<file path="src/rtl/team_06_delay_pkg.sv">
// Shared types and constants for the circular delay-line controller.
package team_06_delay_pkg;

  typedef enum logic [1:0] {
    IDLE  = 2'd0,
    WRITE = 2'd1,
    READ  = 2'd2
  } state_e;

  localparam int unsigned DEFAULT_DEPTH = 8192;
  localparam int unsigned PTR_W         = $clog2(DEFAULT_DEPTH);
  localparam int unsigned OFFSET_W      = 13;
  localparam int unsigned SAMPLE_W      = 8;

  // Pointer width for a given buffer depth; never below one bit.
  function automatic int unsigned ptr_width(input int unsigned depth);
    return (depth > 1) ? $clog2(depth) : 1;
  endfunction

endpackage

</file>
<file path="src/rtl/team_06_delay_ptr.sv">
// Write pointer and saturating fill counter for the circular buffer.
module team_06_delay_ptr
  import team_06_delay_pkg::*;
#(
  parameter int unsigned DEPTH = DEFAULT_DEPTH,
  parameter int unsigned PW    = ptr_width(DEPTH)
) (
  input  logic          clk,
  input  logic          rst,
  input  logic          advance,
  output logic [PW-1:0] wr_ptr,
  output logic [PW-1:0] fill
);

  localparam logic [PW-1:0] FILL_MAX = PW'(DEPTH - 1);

  // Pointer wraps naturally at the power-of-two depth; fill stops at DEPTH-1.
  always_ff @(posedge clk) begin
    if (rst) begin
      wr_ptr <= '0;
      fill   <= '0;
    end else if (advance) begin
      wr_ptr <= wr_ptr + PW'(1);
      if (fill != FILL_MAX) fill <= fill + PW'(1);
    end
  end

endmodule

</file>
<file path="src/rtl/team_06_delay_buffer_ctrl.sv">
// Circular delay-line controller: stores each sample to SRAM and optionally
// reads back the sample written `offset` positions earlier.
module team_06_delay_buffer_ctrl
  import team_06_delay_pkg::*;
#(
  parameter int unsigned DEPTH     = DEFAULT_DEPTH,
  parameter logic [31:0] BASE_ADDR = 32'h0000_0000
) (
  input  logic                clk,
  input  logic                rst,
  input  logic                sample_valid,
  input  logic [SAMPLE_W-1:0] save_audio,
  input  logic                search,
  input  logic [OFFSET_W-1:0] offset,
  output logic [SAMPLE_W-1:0] past_output,
  output logic                past_valid,
  output logic                search_enable,
  output logic                busy,
  output logic                overrun,
  output logic                mem_req,
  output logic                mem_we,
  output logic [31:0]         mem_addr,
  output logic [SAMPLE_W-1:0] mem_wdata,
  input  logic [SAMPLE_W-1:0] mem_rdata,
  input  logic                mem_ack
);

  localparam int unsigned PW = ptr_width(DEPTH);

  state_e              state, state_d;
  logic [PW-1:0]       wr_ptr, fill;
  logic [PW-1:0]       wr_addr, wr_addr_d;
  logic [PW-1:0]       rd_addr, rd_addr_d;
  logic [PW-1:0]       off_lo;
  logic [SAMPLE_W-1:0] sample_q, sample_d;
  logic                do_read, do_read_d;
  logic                advance;
  logic [SAMPLE_W-1:0] past_output_d;
  logic                past_valid_d;
  logic                overrun_d;
  logic                search_enable_d;

  assign off_lo = offset[PW-1:0];

  // Offsets at or beyond DEPTH can never be satisfied.
  assign search_enable_d = (offset != '0) && (32'(offset) < DEPTH) &&
                           (OFFSET_W'(fill) >= offset);

  team_06_delay_ptr #(
    .DEPTH (DEPTH),
    .PW    (PW)
  ) u_ptr (
    .clk     (clk),
    .rst     (rst),
    .advance (advance),
    .wr_ptr  (wr_ptr),
    .fill    (fill)
  );

  // Next-state, transaction context and result decode.
  always_comb begin
    state_d       = state;
    wr_addr_d     = wr_addr;
    rd_addr_d     = rd_addr;
    sample_d      = sample_q;
    do_read_d     = do_read;
    past_output_d = past_output;
    past_valid_d  = 1'b0;
    overrun_d     = overrun;
    advance       = 1'b0;
    case (state)
      IDLE: begin
        if (sample_valid) begin
          sample_d  = save_audio;
          wr_addr_d = wr_ptr;
          rd_addr_d = wr_ptr - off_lo;
          do_read_d = search & search_enable;
          state_d   = WRITE;
        end
      end
      WRITE: begin
        if (sample_valid) overrun_d = 1'b1;
        if (mem_ack) begin
          advance = 1'b1;
          state_d = do_read ? READ : IDLE;
        end
      end
      READ: begin
        if (sample_valid) overrun_d = 1'b1;
        if (mem_ack) begin
          past_output_d = mem_rdata;
          past_valid_d  = 1'b1;
          state_d       = IDLE;
        end
      end
      default: state_d = IDLE;
    endcase
  end

  // State and captured transaction context.
  always_ff @(posedge clk) begin
    if (rst) begin
      state    <= IDLE;
      wr_addr  <= '0;
      rd_addr  <= '0;
      sample_q <= '0;
      do_read  <= 1'b0;
    end else begin
      state    <= state_d;
      wr_addr  <= wr_addr_d;
      rd_addr  <= rd_addr_d;
      sample_q <= sample_d;
      do_read  <= do_read_d;
    end
  end

  // Bus drive is registered from the next state so mem_req stays high
  // across WRITE->READ while mem_we/mem_addr switch in the same edge.
  always_ff @(posedge clk) begin
    if (rst) begin
      past_output   <= '0;
      past_valid    <= 1'b0;
      search_enable <= 1'b0;
      busy          <= 1'b0;
      overrun       <= 1'b0;
      mem_req       <= 1'b0;
      mem_we        <= 1'b0;
      mem_addr      <= '0;
      mem_wdata     <= '0;
    end else begin
      past_output   <= past_output_d;
      past_valid    <= past_valid_d;
      search_enable <= search_enable_d;
      busy          <= (state_d != IDLE);
      overrun       <= overrun_d;
      mem_req       <= (state_d != IDLE);
      mem_we        <= (state_d == WRITE);
      mem_addr      <= (state_d == WRITE) ? BASE_ADDR + 32'(wr_addr_d) :
                       (state_d == READ)  ? BASE_ADDR + 32'(rd_addr_d) : '0;
      mem_wdata     <= (state_d == WRITE) ? sample_d : '0;
    end
  end

endmodule

</file>
<file path="config.mk">
export PLATFORM = sky130hd
export DESIGN_NAME = team_06_delay_buffer_ctrl
export DESIGN_NICKNAME = d
export VERILOG_FILES = /design/src/rtl/team_06_delay_pkg.sv /design/src/rtl/team_06_delay_ptr.sv /design/src/rtl/team_06_delay_buffer_ctrl.sv
export SDC_FILE = /design/constraint.sdc
export NUM_CORES = 1
export LEC_CHECK = 0
export CAP_MARGIN = 20
export CORE_MARGIN = 10
export CORE_UTILIZATION = 30
export CTS_BUF_LIST = sky130_fd_sc_hd__clkbuf_16
export DETAILED_ROUTE_END_ITERATION = 8
export GPL_TIMING_DRIVEN = 0
export PLACE_DENSITY = 0.48
export SYNTH_ARGS = -nofsm -noshare
export SYNTH_HDL_FRONTEND = slang
export SYNTH_HIERARCHICAL = 1
export SYNTH_SLANG_ARGS = --single-unit
</file>
<file path="constraint.sdc">
create_clock -name clk -period 2.25 [get_ports clk]
set_input_delay 0.3375 -clock clk [delete_from_list [all_inputs] [get_ports clk]]
set_output_delay 0.3375 -clock clk [all_outputs]
set_load 0.005 [all_outputs]
</file>
==> results.md, run 1 <==
- Outcome: completed
- Clk slew on worst S/H paths: 0.07 ns
- Hold path start: rst
- IO Pins: 88
- RR Endpoint: rd_addr[9]$_SDFF_PP0_
- CTS tree: yes
- H-tree depth: 3
- Setup Skew: 0.0113 ns
- Post-CTS Setup Bufs: 0
- Initial antenna violation count: 0
- Final WS setup: 0.104 ns
- Slew @ Worst Pin: 0.708 ns
- RSZ-0062 raised after global routing: no
- Number of synthesized flops with an enable pin: 0
- Total GRT Usage: 12.9%
- Pre-CTS setup slack: -0.740 ns
- Worst VDD drop: 0.000401 V
- Share of post-route cells with drive strength above 1: 12.1%
- DIE AREA: 21900 µm²
- Avg Synthesized Cell Area: 8.81 µm²
- Post-DRT Antenna Nets: 0
- Total core area: 16000 µm²
- Final HPWL DP: 11400 µm
- CP Max Fanout: 3
- Met2 usage: 21.3%
- Yosys cell types: 66
- Pwr Total: 3910 µW
- Starting density of the core: 30.8%
- Crit path from: offset[0]
- Row cnt: 46
- Largest net degree at the start of global routing: 20
- Grt peak-use layer: met2
- Post-synthesis adder-cell area fraction: 8.28%
- Worst R2R Setup Slack: 0.11 ns
- Finished Layout Cells: 876
- Post-synthesis mux area share: 2.87%
- Top cell type by total area after synthesis: dfxtp_1
- Clock Sink Count: 97
- Ant. Diodes: 0
- Post-synthesis xor/xnor area fraction: 2.31%
- Max frequency: 0.466 GHz
- LEAKAGE: 0.00245 µW
- FF-to-FF path depth: 6
- Reg2reg start: u_ptr/wr_ptr[1]$_SDFFE_PP0P_
- Sequential fraction of the synthesis area: 39.4%
- Ys Warns: 6
- First DRT Iteration DRCs: 229
- DR WL/cell: 16.3 µm
- Final Util: 39.4%
- Synth Area in Compound Gates: 17.5%
- Crit. End Element: flip-flop
- Synth top area cells: dfxtp_1, ha_1, a21oi_1, nand2_1, buf_4
- Hold Path Depth: 2
- Routed wire length: 14300 µm
- Area Growth Syn to Fin: 27.8%
- Arr. time, crit path: 2.39 ns
- Final setup viols: 0
- Most common cell in the netlist: dfxtp_1
- IO buf count: 67
- Largest family of logic cells by synthesized area: simple AND/OR/NAND/NOR gates
- Worst EP required: 2.50 ns
- Final Hold Fails: 0
- Commonest cells in the netlist: dfxtp_1, nand2_1, a21oi_1
- Synthesized-area fraction occupied by and/or/nand/nor cells: 22.4%
- Fin. max-slew vios: 0
- Asr flop ratio synth: 0%
- Max cap viols: 0
- Crit path kind: input pin to flip-flop
- Tcrit/Tclk final: 95.4%
- Number of global-route vias before repair: 4286
- Main synth FF type: dfxtp_1
- Skew-Pair Late Insertion Delay: 0.36 ns
- DR pass1 iterations: 5
- Total CTS buffers: 9
- Worst hold path class: input pin to flip-flop
- Post-Syn Area: 4930 µm²
- Vias per inst: 4.88
- Met3 usage: 3.22%
- Die width: 148 µm
- Final min period: 2.15 ns
- #FFs+latches synth: 97
- Die H: 148 µm
- Relative slew slack: 52.8%
- Layout Nets: 721
- Via total after detailed routing: 4273
- PwrDens: 621 nW/µm²
- Total grt overflow: 0
- Cts hold-fix bufs: 0
- Syn Inst Count: 559
- Root Buffer: clkbuf_16
- DRC errors left: 0
- Global-route wire length before repair: 22600 µm
- M1 GR Usage: 15.7%
- Crit path launch type: input pin
- CTS Buffer Depth: 2
- Cell count after placement: 860
- GP Congestion: 0.902
- Fillers: 1671
- Hold Slack: 0.432 ns
- Hold Path End: u_ptr/fill[2]$_SDFFE_PP0P_
- Post-synth top area share: 39.4%
[sequential cells by signal, summed over array words and instances (netlist names), 2 cells and up]
| name | flops |
|---|---|
| wr_addr | 13 |
| state | 2 |
| mem_addr | 13 |
| rd_addr | 13 |
| u_ptr/wr_ptr | 13 |
| u_ptr/fill | 13 |
| past_output | 8 |
| sample_q | 8 |
| mem_wdata | 8 |
[kinds of logic (layout without fill, tap and decap cells)]
group | count (synthesis) | in the layout
adder cells (fa/ha/maj) | 32 | 32
AO/OA/AOI/OAI | 127 | 127
multiplexers | 14 | 14
buffers and inverters | 68 | 151
AND/OR/NAND/NOR | 207 | 207
flip-flops | 97 | 97
other | 1 | 19
XOR/XNOR | 13 | 13
[stage by stage]
stage	area, µm²	TNS, ns
2_1_floorplan	4990	0
3_3_place_gp	5940	-13.46
3_5_place_dp	5940	-13.31
4_1_cts	6240	0
5_1_grt	6300	0
6_report	6300	0
[cell usage in the layout (no fill, tap or decap), types with 12 or more instances in the layout]
cell	count
clkdlybuf4s50_1	65
dfxtp_1	95
ha_1	31
mux2i_1	13
inv_1	26
nand2_1	57
o21ai_0	18
conb_1	19
buf_4	22
nor3_1	13
nor2_1	39
nand3_1	27
or3_1	12
a21oi_1	52
[report_power, final]
part           switching (µW)  internal (µW)
logic                     328            253
registers                29.8           1780
clock network             742            783
[worst max path at each step]
stage / end / cells past startpoint
2_1_floorplan: u_ptr/wr_ptr[12]$_SDFFE_PP0P_ / 6
3_3_place_gp: u_ptr/wr_ptr[12]$_SDFFE_PP0P_ / 7
3_5_place_dp: u_ptr/wr_ptr[12]$_SDFFE_PP0P_ / 7
4_1_cts: mem_addr[8]$_SDFF_PP0_ / 8
5_1_grt: rd_addr[12]$_SDFF_PP0_ / 8
6_report: rd_addr[12]$_SDFF_PP0_ / 7
[critical path, stage by stage]
cell and delay [ns]:
clkdlybuf4s50_1 0.48, ha_1 0.26, fa_1 0.43, nor2b_2 0.23, o31a_1 0.21, o211ai_1 0.15
a311o_1 0.28
[what timing repair did]
action	in CTS	in global routing
setup endpoints to repair	21	27
pin swaps	1	0
gates resized for setup	8	14
[routing by layer]
layer | share of wire, % | wire, µm
met1 | 45 | 6500
met5 | 0 | 0
met4 | 1.8 | 264
met3 | 4.8 | 692
met2 | 48 | 6830
[layout make-up]
| class | count | area, µm² | area share (%) |
|---|---|---|---|
| Multi-Input combinational cell | 412 | 2750 | 43.7 |
| Sequential cell | 97 | 1940 | 30.9 |
| Timing Repair Buffer | 67 | 668 | 10.6 |
| Buffer | 42 | 270 | 4.29 |
| Tap cell | 216 | 270 | 4.29 |
| Clock buffer | 9 | 225 | 3.58 |
| Inverter | 26 | 97.6 | 1.55 |
| Clock inverter | 7 | 68.8 | 1.09 |
Power figures use the tool's default switching activity.
==> inputs of run 2 (changes only) <==
--- a/config.mk
+++ b/config.mk
@@ -8,10 +8,11 @@
 export CAP_MARGIN = 20
 export CORE_MARGIN = 10
 export CORE_UTILIZATION = 30
-export CTS_BUF_LIST = sky130_fd_sc_hd__clkbuf_16
+export CTS_BUF_LIST = sky130_fd_sc_hd__clkbuf_8
 export DETAILED_ROUTE_END_ITERATION = 8
 export GPL_TIMING_DRIVEN = 0
 export PLACE_DENSITY = 0.48
+export RECOVER_POWER = 100
 export SYNTH_ARGS = -nofsm -noshare
 export SYNTH_HDL_FRONTEND = slang
 export SYNTH_HIERARCHICAL = 1
==> results.md, run 2 (same netlist as run 1, synthesis figures left out) <==
- Final Hold Fails: 0 (unchanged)
- Relative slew slack: 48.2% (-4.7 points)
- Area Growth Syn to Fin: 25.3%
- Pre-CTS setup slack: -0.740 ns (unchanged)
- Total GRT Usage: 12.9% (-0.018 points)
- Total core area: 16000 µm² (unchanged)
- IO Pins: 88 (unchanged)
- DRC errors left: 0 (unchanged)
- Crit path kind: input pin to flip-flop
- Starting density of the core: 30.8% (unchanged)
- Worst hold path class: input pin to flip-flop
- Root Buffer: clkbuf_8
- Number of global-route vias before repair: 4261 (-0.58%)
- DR WL/cell: 16.3 µm (about the same)
- Via total after detailed routing: 4292 (+0.44%)
- Final setup viols: 0 (unchanged)
- Cell Int Power: 2460 µW (-13%)
- Comb pwr share: 16.2% (+1.3 points)
- Hold Slack: 0.387 ns (-0.0457 ns)
- Max frequency: 0.462 GHz (-0.88%)
- GP Congestion: 0.902 (unchanged)
- Skew-Pair Late Insertion Delay: 0.40 ns (+0.04 ns)
- CTS Buffer Depth: 2 (unchanged)
- Flop pwr share: 51.4% (+5.2 points)
- Setup Skew: 0.0165 ns (+0.00523 ns)
- Die H: 148 µm (unchanged)
- Net switching power: 1060 µW (-3.7%)
- Tcrit/Tclk final: 96.2% (+0.85 points)
- CP Max Fanout: 4 (+1)
- Switching share of power: 30.1% (+2.0 points)
- Cell count after placement: 860 (unchanged)
- Post-DRT Antenna Nets: 0 (unchanged)
- Final HPWL DP: 11400 µm (unchanged)
- Arr. time, crit path: 2.47 ns (+0.08 ns)
- RSZ-0062 raised after global routing: no
- Layout Nets: 722 (+0.14%)
- Initial antenna violation count: 0 (unchanged)
- Worst VDD drop: 0.000295 V (-27%)
- DIE AREA: 21900 µm² (unchanged)
- Routed wire length: 14300 µm (+0.21%)
- Largest net degree at the start of global routing: 20 (unchanged)
- Die width: 148 µm (unchanged)
- Cts hold-fix bufs: 0 (unchanged)
- Crit path launch type: input pin
- Clock Sink Count: 97 (unchanged)
- Total grt overflow: 0 (unchanged)
- IO buf count: 67 (unchanged)
- Outcome: completed
- Clock power frac: 32.4% (-6.6 points)
- Share of post-route cells with drive strength above 1: 11.5% (-0.62 points)
- Total CTS buffers: 9 (unchanged)
- Global-route wire length before repair: 22500 µm (-0.27%)
- Vias per inst: 4.89 (+0.33%)
- Most frequent cells in the layout: dfxtp_1, nand2_1, a21oi_1
- Final WS setup: 0.0854 ns (-0.0191 ns)
- Ant. Diodes: 0 (unchanged)
- H-tree depth: 3 (unchanged)
- Max cap viols: 0 (unchanged)
- Post-route cell area: 6180 µm² (-1.9%)
- Crit. End Element: flip-flop
- Area after DPL: 5940 µm² (unchanged)
- Slew @ Worst Pin: 0.777 ns (+0.0698 ns)
- LEAKAGE: 0.00252 µW (+3.0%)
- Final min period: 2.16 ns (+0.0191 ns)
- DR pass1 iterations: 4 (-1)
- Fin. max-slew vios: 0 (unchanged)
- Finished Layout Cells: 877 (+0.11%)
- PwrDens: 569 nW/µm² (-8.4%)
- CTS tree: yes
- Most common cell after layout, fill and taps aside: dfxtp_1
- TNS Setup: 0 ns (unchanged)
- Worst EP required: 2.55 ns (+0.05 ns)
- Clk slew on worst S/H paths: 0.11 ns (+0.04 ns)
- First DRT Iteration DRCs: 239 (+4.4%)
- Row cnt: 46 (unchanged)
-- run 2: cell types whose count changed in the layout (fill, tap and decap cells not counted), moves of 3 or more --
cell             delta
clkbuf_8            +9
clkbuf_1            +3
clkdlybuf4s50_1    -35
buf_2               -3
clkbuf_16           -9
nor3_1              +3
nor3_2              -3
dlygate4sd3_1      +35
-- run 2: area by class of cell --
cell class,instances,area (µm²)
Buffer,42,268
Clock buffer,9,124
Clock inverter,7,68.8
Fill cell,1686,9820
Inverter,26,97.6
Multi-Input combinational cell,412,2720
Sequential cell,97,1950
Tap cell,216,270
Timing Repair Buffer,68,679
-- run 2: metrics by stage --
step | total power (µW) | utilization (%)
2_1_floorplan | 2190 | -
3_3_place_gp | 2410 | 37.1
3_5_place_dp | 2420 | 37.1
4_1_cts | 3560 | 38.4
5_1_grt | 3680 | 38.6
6_report | 3510 | 38.6
-- run 2: per-layer routing --
layer | global-route usage (%) | share of wire [%]
met1 | 15.7 | 46
met2 | 21.1 | 47
met3 | 3.34 | 4.6
met4 | 5.20 | 2.4
met5 | 0 | 0
-- run 2: path summary, 6_finish.rpt --
| path | start | end | slack (ns) | depth (start not counted) |
|---|---|---|---|---|
| hold / removal | rst | u_ptr/fill[2]$_SDFFE_PP0P_ | 0.39 | 2 |
| setup / recovery | offset[2] | rd_addr[8]$_SDFF_PP0_ | 0.09 | 8 |
| hold reg to reg | past_output[0]$_SDFFE_PP0P_ | past_output[0]$_SDFFE_PP0P_ | 0.46 | 2 |
| setup reg to reg | state[1]$_SDFF_PP0_ | mem_addr[1]$_SDFF_PP0_ | 0.12 | 7 |
-- run 2: power by group through the flow --
stage | combinational, µW | clock (µW) | sequential [µW]
6_report | 569 | 1140 | 1810
4_1_cts | 576 | 1180 | 1810
2_1_floorplan | 345 | 0 | 1840
5_1_grt | 629 | 1230 | 1810
3_3_place_gp | 568 | 0 | 1840
3_5_place_dp | 571 | 0 | 1850
-- run 2: worst max-delay path, cell delays in order --
cell and delay, ns:
clkdlybuf4s50_1 0.49, inv_1 0.08, ha_1 0.35, nor2b_2 0.19, o31ai_2 0.31, a21oi_1 0.13
or3_1 0.32, a32o_1 0.24
-- run 2: what timing repair did --
item / CTS / global route
setup buffers: 0 / 1
pin swaps: 0 / 1
endpoints found under the setup margin: 15 / 29
resized for setup: 7 / 14
